## config.mk

```make
export PLATFORM = sky130hd
export DESIGN_NAME = toggle_push_tx
export DESIGN_NICKNAME = d
export VERILOG_FILES = /design/src/rtl/toggle_push_tx.sv
export SDC_FILE = /design/constraint.sdc
export NUM_CORES = 1
export LEC_CHECK = 0
export ABC_AREA = 1
export CORE_UTILIZATION = 47
export CTS_CLUSTER_SIZE = 10
export DETAILED_ROUTE_END_ITERATION = 8
export GPL_ROUTABILITY_DRIVEN = 0
export HOLD_SLACK_MARGIN = 0.06
export PLACE_DENSITY = 0.77
export SKIP_LAST_GASP = 1
export SLEW_MARGIN = 20
export SYNTH_ARGS = -nofsm -noshare
export SYNTH_HDL_FRONTEND = slang
export SYNTH_SLANG_ARGS = --single-unit
```

## constraint.sdc

```tcl
create_clock -name clk -period 1.58 [get_ports clk]
set_clock_uncertainty 0.15 [all_clocks]
set_input_delay 0.316 -clock clk [delete_from_list [all_inputs] [get_ports clk]]
set_output_delay 0.316 -clock clk [all_outputs]
set_load 0.03 [all_outputs]
```

## src/rtl/toggle_push_tx.sv

```systemverilog
// Transmit side of a toggle-handshake clock-domain crossing: launches one word per
// xfer_req toggle and waits for the returning xfer_ack toggle before the next.
module toggle_push_tx #(
    parameter int DATAWIDTH = 8,
    parameter int OVERWRITE = 0,
    parameter int CNTWIDTH  = 8,
    parameter int TIMEOUT   = 0
) (
    input  logic                 clk,
    input  logic                 reset_l,
    input  logic                 i_valid,
    output logic                 i_ready,
    input  logic [DATAWIDTH-1:0] i,
    output logic [DATAWIDTH-1:0] xfer,
    output logic                 xfer_req,
    input  logic                 xfer_ack,
    output logic                 busy,
    output logic [CNTWIDTH-1:0]  overwrite_count,
    output logic                 timeout
);
    // state | meaning
    // IDLE  | nothing outstanding; xfer holds the last launched word
    // WAIT  | word on xfer launched, waiting for the far-end ack toggle
    typedef enum logic {IDLE = 1'b0, WAIT = 1'b1} state_t;

    localparam bit OW = (OVERWRITE != 0);
    localparam int TW = (TIMEOUT > 0) ? $clog2(TIMEOUT + 1) : 1;
    localparam logic [TW-1:0] TMAX = TW'(TIMEOUT);

    state_t                 state, state_n;
    logic                   ack_sync1, ack_sync2, ack_prev, ack_pulse;
    logic [DATAWIDTH-1:0]   pend, pend_n;
    logic                   pend_valid, pend_valid_n;
    logic [DATAWIDTH-1:0]   xfer_n, launch_word;
    logic                   req_n, timeout_n;
    logic [CNTWIDTH-1:0]    cnt_n;
    logic [TW-1:0]          timer, timer_n;
    logic                   accept, launch, drop;

    assign ack_pulse = ack_sync2 ^ ack_prev;
    assign i_ready   = OW || (state == IDLE) || !pend_valid;
    assign accept    = i_valid && i_ready;
    assign busy      = (state == WAIT);

    always_ff @(posedge clk) begin
        if (!reset_l) begin
            state           <= IDLE;
            ack_sync1       <= 1'b0;
            ack_sync2       <= 1'b0;
            ack_prev        <= 1'b0;
            pend            <= '0;
            pend_valid      <= 1'b0;
            xfer            <= '0;
            xfer_req        <= 1'b0;
            overwrite_count <= '0;
            timer           <= '0;
            timeout         <= 1'b0;
        end else begin
            state           <= state_n;
            ack_sync1       <= xfer_ack;
            ack_sync2       <= ack_sync1;
            ack_prev        <= ack_sync2;
            pend            <= pend_n;
            pend_valid      <= pend_valid_n;
            xfer            <= xfer_n;
            xfer_req        <= req_n;
            overwrite_count <= cnt_n;
            timer           <= timer_n;
            timeout         <= timeout_n;
        end
    end

    always_comb begin
        state_n      = state;
        pend_n       = pend;
        pend_valid_n = pend_valid;
        xfer_n       = xfer;
        req_n        = xfer_req;
        cnt_n        = overwrite_count;
        timer_n      = timer;
        timeout_n    = timeout;
        launch       = 1'b0;
        launch_word  = i;
        drop         = 1'b0;

        case (state)
            IDLE: begin
                timer_n = '0;
                if (accept) begin
                    launch  = 1'b1;
                    state_n = WAIT;
                end
            end
            WAIT: begin
                if (ack_pulse) begin
                    // A fresh word beats a pending one only in latest-value-wins mode.
                    if (accept && OW) begin
                        launch       = 1'b1;
                        drop         = pend_valid;
                        pend_valid_n = 1'b0;
                    end else if (pend_valid) begin
                        launch       = 1'b1;
                        launch_word  = pend;
                        pend_valid_n = 1'b0;
                    end else if (accept) begin
                        launch = 1'b1;
                    end else begin
                        state_n = IDLE;
                    end
                end else if (accept) begin
                    pend_n       = i;
                    pend_valid_n = 1'b1;
                    drop         = pend_valid;
                end

                if (launch) begin
                    timer_n = '0;
                end else if (timer != TMAX) begin
                    timer_n = timer + 1'b1;
                    if (timer_n == TMAX) timeout_n = 1'b1;
                end
            end
            default: state_n = IDLE;
        endcase

        if (launch) begin
            xfer_n = launch_word;
            req_n  = ~xfer_req;
        end
        if (drop && (overwrite_count != {CNTWIDTH{1'b1}})) cnt_n = overwrite_count + 1'b1;
    end
endmodule
```

==> results.md, run 1 <==
Logic synthesis:
- The number of nets handed over by synthesis was 175.
- The fraction of synthesized cell area in xor and xnor cells is 0.
- Yosys printed 0 warnings.
- Counting distinct cell types in the post-synthesis netlist gives 21.
- In this run the mean area of a mapped cell was 7.553 um2.
- The number of synthesized register bits is 30.
- Of the synthesized area, sequential elements account for 0.4878.
- Of the total synthesized cell area, the portion taken by full adders, half adders and majority gates is 0.
- The gate count after technology mapping is 163.
- The compound-cell area share of the yosys netlist was 0.07419.
- The combinational family with the most area after synthesis is simple AND/OR/NAND/NOR gates.
- The post-synthesis simple-gate area fraction is 0.3008.
- The summed instance area of the synthesized netlist is 0.001231 mm2.
- After synthesis, the share of cell area in mux cells is 0.

GRT:
- Entering global routing, the biggest net connects 19 pins.
- The overall global routing resource usage is 0.1993.
- The global-route wire length before repair is 3.857 mm.
- The via count of the first global-routing pass is 988.
- The total overflow left after global routing is 0.
- The initial antenna violation count is 0.

Critical path:
- Walking the worst path, the cells encountered are dlygate4sd2_1.
- At the worst endpoint, the required time is 1110 ps.
- STA classifies the critical path endpoint as an output pin.
- The largest fanout on the critical path is 2.
- On the critical path, the stage with the largest delay is an instance of sky130_fd_sc_hd__dlygate4sd2_1.
- The worst register-to-register path begins at ack_sync2$_SDFF_PN0_.
- The buffering stage count on the worst path with inverters included is 1.
- The family of cells with the greatest summed delay on the critical path is buffers and inverters.
- Data on the critical path arrives at its endpoint at 1060 ps.
- The launch point of the worst path is overwrite_count[5]$_SDFFE_PN0P_.
- By startpoint and endpoint, the worst setup path is classified as register to output pin.
- The maximum cell stage delay along the critical path is 400 ps.
- The worst setup path is launched from a register.

Floorplan:
- The initial utilization of the core area, before any placement, comes to 0.4970.
- The height of the die is 53.18 um.
- 32 I/O pins were placed.
- The core outline area is 0.002477 mm2.
- The total die area is 0.002828 mm2.
- The floorplan has 18 rows.
- From left edge to right edge, the die measures 53.18 um.

Power and ir drop:
- Summed over all cells, the static leakage comes to 0.8362 nW.
- The portion of total power attributed to sequential cells is 0.524.
- Of the total power, combinational logic draws 0.173.
- In this run the power spent charging and discharging nets is 0.0004413 W.
- The part of the power in the clock network is 0.303.
- The worst-case IR drop observed on VDD is 0.6894 mV.
- Internal power comes to 0.001114 W.
- Dividing total power by cell area gives a power density of 956.7 mW/mm2.
- The switching share of power is 0.2838.

Timing:
- The final cycle utilization of the critical path is 0.9657.
- Setup repair after global routing left no endpoint under its margin.
- For the finished layout, the period the worst path requires is 1526 ps.
- The top achievable clock speed is 0.6554 GHz.
- The number of max-slew violations in the final report came to 0.
- The number of hold violations in the final report was 0.
- The setup-violating endpoint count in the final report is 0.
- Hold is met by 273.8 ps.

Route:
- Dividing the detail-routed wire length by the instance count gives 10.39 um.
- The wire length after detailed routing is 2.410 mm.
- The post-route DRC violation count is 0.
- The remaining number of nets flagged by the antenna check after routing is 0.
- The highest layer touched by signal routing is met4.
- The routed length on met3 is 238 um.
- The sum of met2 wire segment lengths after detailed routing is 1.143 mm.
- The detailed router placed 1,093 vias in this run.
- The first routing iteration left 25 violations.
- The wire length on met1 is 989 um.
- The number of vias per cell is 4.711.
- The count of TritonRoute iterations in the first routing pass is 4.

Min path:
- In this run the most critical hold path is launched from ack_sync1$_SDFF_PN0_.
- The type of the tightest min-delay check is register to register.

CTS:
- The clock tree from TritonCTS is yes.
- The clock slew at the register clock pins of the worst setup and hold paths is 90 ps.
- Counting the buffers created by CTS gives 5.
- The number of buffers on the longest clock path is 2.
- The total setup buffers inserted after CTS is 0.
- For this design, the sink count on the clock tree is 30.
- CTS placed an instance of sky130_fd_sc_hd__clkbuf_4 at the clock tree root.
- The clock tree synthesis step divided the H-tree into 2 levels.
- Clock latency on the worst-skew pair, taken at its later pin, is 330 ps.

Job:
- Max-cap violations in this run came to 0.

Layout:
- The share of final-layout standard cells stronger than drive strength 1 is 0.1485.
- The total of fill cells in the finished design is 234.
- The post-route non-filler standard cell count is 232.
- The post-synthesis to final-layout area growth is 32.01%.
- The final design area excluding fillers is 0.001625 mm2.
- The total number of nets in the final design is 213.
- The final antenna diode count is 0.
- The post-route core utilization is 0.6561.

Outcome:
- The run finished with clean final reports.

Place:
- The count of port buffers added during placement is 30.
- The wire-length estimate of the detail-placed layout is 1.762 mm.
- The post-detailed-placement cell area is 0.001584 mm2.
- In this run, placement finished with an instance count of 224.
## cell usage after synthesis
library cell | instances | area share
sky130_fd_sc_hd__dfxtp_1 | 30 | 0.49
sky130_fd_sc_hd__buf_4 | 1 | 0.0061
sky130_fd_sc_hd__nor2_1 | 2 | 0.0061
sky130_fd_sc_hd__nand2_4 | 2 | 0.018
sky130_fd_sc_hd__a31oi_1 | 1 | 0.0051
sky130_fd_sc_hd__conb_1 | 1 | 0.0030
sky130_fd_sc_hd__a21oi_1 | 17 | 0.069
sky130_fd_sc_hd__inv_4 | 1 | 0.0051
sky130_fd_sc_hd__nand2_2 | 5 | 0.025
sky130_fd_sc_hd__nand3_1 | 25 | 0.10
sky130_fd_sc_hd__buf_2 | 1 | 0.0041
sky130_fd_sc_hd__nor2_4 | 1 | 0.0091
sky130_fd_sc_hd__clkinv_1 | 1 | 0.0030
sky130_fd_sc_hd__nand2_8 | 1 | 0.016
sky130_fd_sc_hd__clkbuf_8 | 1 | 0.011
sky130_fd_sc_hd__inv_2 | 1 | 0.0030
sky130_fd_sc_hd__clkbuf_1 | 1 | 0.0030
sky130_fd_sc_hd__inv_6 | 1 | 0.0071
sky130_fd_sc_hd__inv_1 | 30 | 0.091
sky130_fd_sc_hd__nor2_2 | 1 | 0.0051
sky130_fd_sc_hd__nand2_1 | 39 | 0.12
## per-layer routing
| layer | vias to the layer above | global-route usage |
|---|---|---|
| met2 | 43 | 0.3122 |
| met3 | 6 | 0.1092 |
| met5 | - | 0 |
| met4 | 0 | 0.1009 |
| li1 | 572 | - |
| met1 | 472 | 0.2145 |
## power groups by stage
| stage | sequential, W | clock (W) | combinational (W) |
|---|---|---|---|
| floorplan | 0.000877 | 0 | 0.000126 |
| CTS | 0.000815 | 0.000485 | 0.000268 |
| global route | 0.000820 | 0.000521 | 0.000296 |
| finish | 0.000815 | 0.000472 | 0.000269 |
| detailed placement | 0.000833 | 0 | 0.000282 |
| global placement | 0.000831 | 0 | 0.000278 |
## state kept, by name, summed over array words and instances (netlist names)
signal,count
pend,8
overwrite_count,8
ack_sync2,1
ack_prev,1
xfer_req,1
pend_valid,1
busy,1
xfer,8
ack_sync1,1
## layout by cell type, fill, tap and decap left out, drive strengths merged
master,count
buf,7
a31oi,1
clkdlybuf4s50,11
clkdlybuf4s15,7
nor2,4
inv,33
clkbuf,9
dlygate4sd2,8
nand2,47
conb,1
a21oi,17
clkinv,2
dfxtp,30
nand3,25
## area by class of cell
cell class,instances,area (um2),share of cell area
well taps,30,37.54,0.02309
clock inverters,1,5.005,0.003079
inverters,34,135.1,0.08314
flip-flops and latches,30,601.8,0.3703
repair buffers,35,325.3,0.2002
clock buffers,7,55.05,0.03387
multi-input cells,95,465.4,0.2864
## worst paths after layout
| path | endpoint | slack [ps] | cells past startpoint |
|---|---|---|---|
| worst min register to register | ack_sync2$_SDFF_PN0_ | 270 | 2 |
| worst min-delay path | ack_sync2$_SDFF_PN0_ | 270 | 2 |
| worst max register to register | xfer[2]$_SDFFE_PN0P_ | 230 | 8 |
| worst max-delay path | overwrite_count[5] | 50 | 1 |
## repair_timing
item                       in CTS  in global routing
resized for setup              17                 12
gates cloned                    0                  0
setup endpoints to repair      17                 10
hold buffers                    0                  0
## cell families after synthesis
| group | after synthesis |
|---|---|
| AND/OR/NAND/NOR | 76 |
| buffers and inverters | 38 |
| flip-flops | 30 |
| AO/OA/AOI/OAI | 18 |
| other | 1 |
## metrics by stage
step                setup WS, ps  power (W)  TNS [ps]
floorplan                  40.85   0.001003         0
global placement           9.285   0.001109         0
detailed placement        -16.75   0.001115    -83.13
CTS                        6.471   0.001568         0
global route             0.03297   0.001636         0
finish                     54.25   0.001555         0
No activity file was read; power rests on OpenSTA's default activity.
==> run 2: changes to the inputs <==
ABC_AREA = unset   (was 1)
CORE_UTILIZATION = 48   (was 47)
PLACE_DENSITY = 0.78   (was 0.77)
==> run 2 against run 1 <==
Compared with the run above:
- setup slack improved by 9.8 ps
- wire length rose by 9.4%
- clock power down 1%
- combinational power grew 10%
- synthesized cell count fell by 20%
- critical endpoint is now xfer[7]
- total power increased by 1.5%
==> results.md, run 2 <==
Layout:
- Of the cells placed in the final design, the portion with a size suffix greater than 1 is 0.2012.
- The total number of nets in the final design is 180.
- In the layout the commonest cells are sky130_fd_sc_hd__dfxtp_1 (28), sky130_fd_sc_hd__o21ai_0 (15), sky130_fd_sc_hd__clkdlybuf4s50_1 (11).
- The final antenna diode count is 0.
- The post-route core utilization is 0.6802.
- The final design area excluding fillers is 0.001700 mm2.
- The most common library cell in the layout ignoring fill and taps is sky130_fd_sc_hd__dfxtp_1.
- In the final layout, the registers with the most flip-flops are overwrite_count: 8 flops, pend: 8 flops, xfer: 8 flops.
- The post-synthesis to final-layout area growth is 32.33%.
- Once layout is complete, the cells apart from fillers number 199.

CTS:
- The clock slew at the register clock pins of the worst setup and hold paths is 90 ps.
- The total setup buffers inserted after CTS is 0.
- The insertion delay to the later sink of the worst-skew pair is 310 ps.
- In this run the number of H-tree levels came out at 2.
- The number of clock sinks is 30.
- The clock passes through at most 2 buffers.
- Buffers inserted to repair hold after CTS numbered 0.
- The clock root buffer is sky130_fd_sc_hd__clkbuf_4.
- TritonCTS built the clock tree.
- In this run, CTS created clock tree buffers numbering 5.

Logic synthesis:
- The net count after synthesis is 142.
- The average instance in the mapped netlist occupies 9.884 um2.
- The biggest area consumer among synthesized cells is sky130_fd_sc_hd__dfxtp_1.
- The summed instance area of the synthesized netlist is 0.001285 mm2.
- The commonest cells after synthesis are sky130_fd_sc_hd__dfxtp_1 (30), sky130_fd_sc_hd__o21ai_0 (16), sky130_fd_sc_hd__a21oi_1 (10), sky130_fd_sc_hd__and2_1 (10), sky130_fd_sc_hd__nand2b_1 (10).
- The part of the Yosys area used for sequential elements is 0.4674.
- The most used standard cell by instance count after synthesis is sky130_fd_sc_hd__dfxtp_1.
- The share of synthesized area in the top cell type comes to 0.4674.
- The synthesis warning total is 0.
- The gate count after technology mapping is 130.
- The leading register cell type out of synthesis is sky130_fd_sc_hd__dfxtp_1.
- Yosys mapped a number of flops with a built-in enable equal to 0.
- After synthesis, the share of flip-flops with an asynchronous set or reset is 0.
- Ranked by total cell area, the synthesized netlist is headed by sky130_fd_sc_hd__dfxtp_1 (47%), sky130_fd_sc_hd__a221oi_2 (9.3%), sky130_fd_sc_hd__mux2i_1 (7.0%), sky130_fd_sc_hd__o21ai_0 (6.2%), sky130_fd_sc_hd__and2_1 (4.9%).
- The number of synthesized register bits is 30.
- The number of distinct library cells after synthesis is 25.

Outcome:
- The run finished with clean final reports.

Floorplan:
- The floorplan step set the die height to 53.74 um.
- The I/O pin count is 32.
- The total die area is 0.002888 mm2.
- The region available for standard cell placement spans 0.002500 mm2.
- The initial core utilization is 0.5140.
- In this run the core area contains 18 standard-cell rows.
- The die is 53.74 um wide.

GRT:
- Entering global routing, the biggest net connects 18 pins.
- The via count of the first global-routing pass is 1,027.
- The global-route wire length before repair is 4.381 mm.
- The initial antenna violation count is 0.
- The overflow left after global routing is 0.
- The overall global routing resource usage is 0.2215.

Route:
- Once detail routing completed, the nets flagged for antenna violations numbered 0.
- Dividing the detail-routed wire length by the instance count gives 13.25 um.
- The wire length after detailed routing is 2.637 mm.
- The count of vias placed by the detailed router is 1,062.
- In the routed layout, each cell is associated on average with a via count of 5.337.
- In the routed design, unresolved DRC markers number 0.
- For this block, the initial DRC count from the detailed router was 21.
- Before antenna repair, the detailed router went through 4 iterations.

Power and ir drop:
- Of the total power, the share spent switching nets is 0.2794.
- Dividing total power by cell area gives a power density of 928.5 mW/mm2.
- The internal cell power is 0.001138 W.
- The total power is 0.001579 W.
- Across the VDD grid, the largest voltage drop is 0.6411 mV.
- Of the total power, registers draw 0.516.
- The leakage power is 0.7477 nW.
- The switching power of the nets is 0.0004412 W.
- The part of the power in the clock network is 0.295.
- The proportion of power drawn by combinational gates is 0.188.

Job:
- The max-capacitance violation count is 0.

Place:
- In this run, placement finished with an instance count of 191.
- Buffers placed on the I/O ports in this run total 30.
- The HPWL after detailed placement is 1.827 mm.
- In this run the cell area measured after placement is 0.001658 mm2.
- Timing analysis after detailed placement gives a worst setup slack of -272.0 ps.

Critical path:
- The kind of capture point of the worst setup path is an output pin.
- The cell family contributing the most delay on the critical path is buffers and inverters.
- Counting both buffers and inverters, the worst setup path holds a total of 1.
- The worst setup path is of the register to output pin kind.
- The sort of element at the start of the critical path is a register.
- The critical path goes through dlygate4sd2_1.
- The library cell contributing the largest single delay on the critical path is sky130_fd_sc_hd__dlygate4sd2_1.
- The data required time of the worst path is 1110 ps.
- The arrival time reported for the critical path endpoint is 1050 ps.
- The largest fanout on the critical path is 2.
- The maximum cell stage delay along the critical path is 400 ps.

Timing:
- The smallest setup slack after layout is 64.05 ps.
- The number of hold violations in the final report came to 0.
- Static timing analysis puts the maximum clock frequency at 0.6597 GHz.
- The final cycle utilization of the critical path is 0.9595.
- The routed design could run at a clock period as short as 1516 ps.
- Setup violations remaining at the end of the flow were counted as 0.
- The number of max-slew violations in the final report is 0.
- Setup repair after global routing could not meet its margin everywhere.

Min path:
- The type of the tightest min-delay check is register to register.
-- run 2: cell types whose count changed in the layout (fill, tap and decap cells not counted), sizes merged, moves of 3 or more --
| cell | change |
|---|---|
| nand3 | -17 |
| buf | +3 |
| o21ai | +17 |
| inv | -24 |
| a221oi | +8 |
| nor2 | -4 |
| nand2b | +10 |
| and2 | +11 |
| a21oi | -7 |
| nand2 | -45 |
| mux2i | +9 |
-- run 2: cell families (layout without fill, tap and decap cells) --
group,Yosys count,count (layout),synth area share
AOI/OAI and AO/OA,37,37,0.2113
other,1,1,0.002918
and+or+nand+nor,33,33,0.1587
xor gates and xnor gates,2,2,0.01948
buffers and inverters,18,57,0.07009
muxes,9,9,0.07011
DFF,30,30,0.4674
-- run 2: layout make-up --
type	count	area (um2)
repair buffers	39	356.6
flip-flops and latches	30	603.1
multi-input cells	82	605.6
clock inverters	1	5.005
clock buffers	7	55.05
inverters	10	37.54
well taps	30	37.54
fillers	215	799.5
-- run 2: worst paths after layout --
path	startpoint	endpoint	slack, ps	cells after the start
max	xfer[7]$_SDFFE_PN0P_	xfer[7]	60	1
min	ack_sync1$_SDFF_PN0_	ack_sync2$_SDFF_PN0_	300	1
max reg2reg	pend_valid$_SDFFE_PN0P_	pend[2]$_SDFFE_PN0P_	180	4
min reg2reg	ack_sync1$_SDFF_PN0_	ack_sync2$_SDFF_PN0_	300	1
-- run 2: per-layer routing --
metal | vias to the layer above | part of all wire | global-route usage
met5 | - | 0 | 0
met4 | 0 | 0.0064 | 0.07895
met3 | 4 | 0.062 | 0.09887
met2 | 30 | 0.52 | 0.3889
met1 | 499 | 0.41 | 0.2305
li1 | 529 | - | -
-- run 2: stage by stage --
| stage | setup TNS [ps] | hold WS (ps) |
|---|---|---|
| CTS | -77.16 | 302.2 |
| detailed placement | -4330 | 278.7 |
| global placement | -3806 | 268.7 |
| finish | 0 | 295.1 |
| global route | -82.14 | 321.4 |
| floorplan | 0 | 261.9 |
-- run 2: power groups by stage --
stage / logic [W] / clock network, W / registers [W]
final: 0.000297 / 0.000466 / 0.000815
after global routing: 0.000323 / 0.000514 / 0.000820
after CTS: 0.000295 / 0.000478 / 0.000815
after detailed placement: 0.000310 / 0 / 0.000834
after global placement: 0.000303 / 0 / 0.000832
after floorplan: 0.000149 / 0 / 0.000877
-- run 2: timing repair --
action | in CTS | in global routing
gates resized for setup | 18 | 15
pin swaps | 0 | 1
setup endpoints to repair | 18 | 20
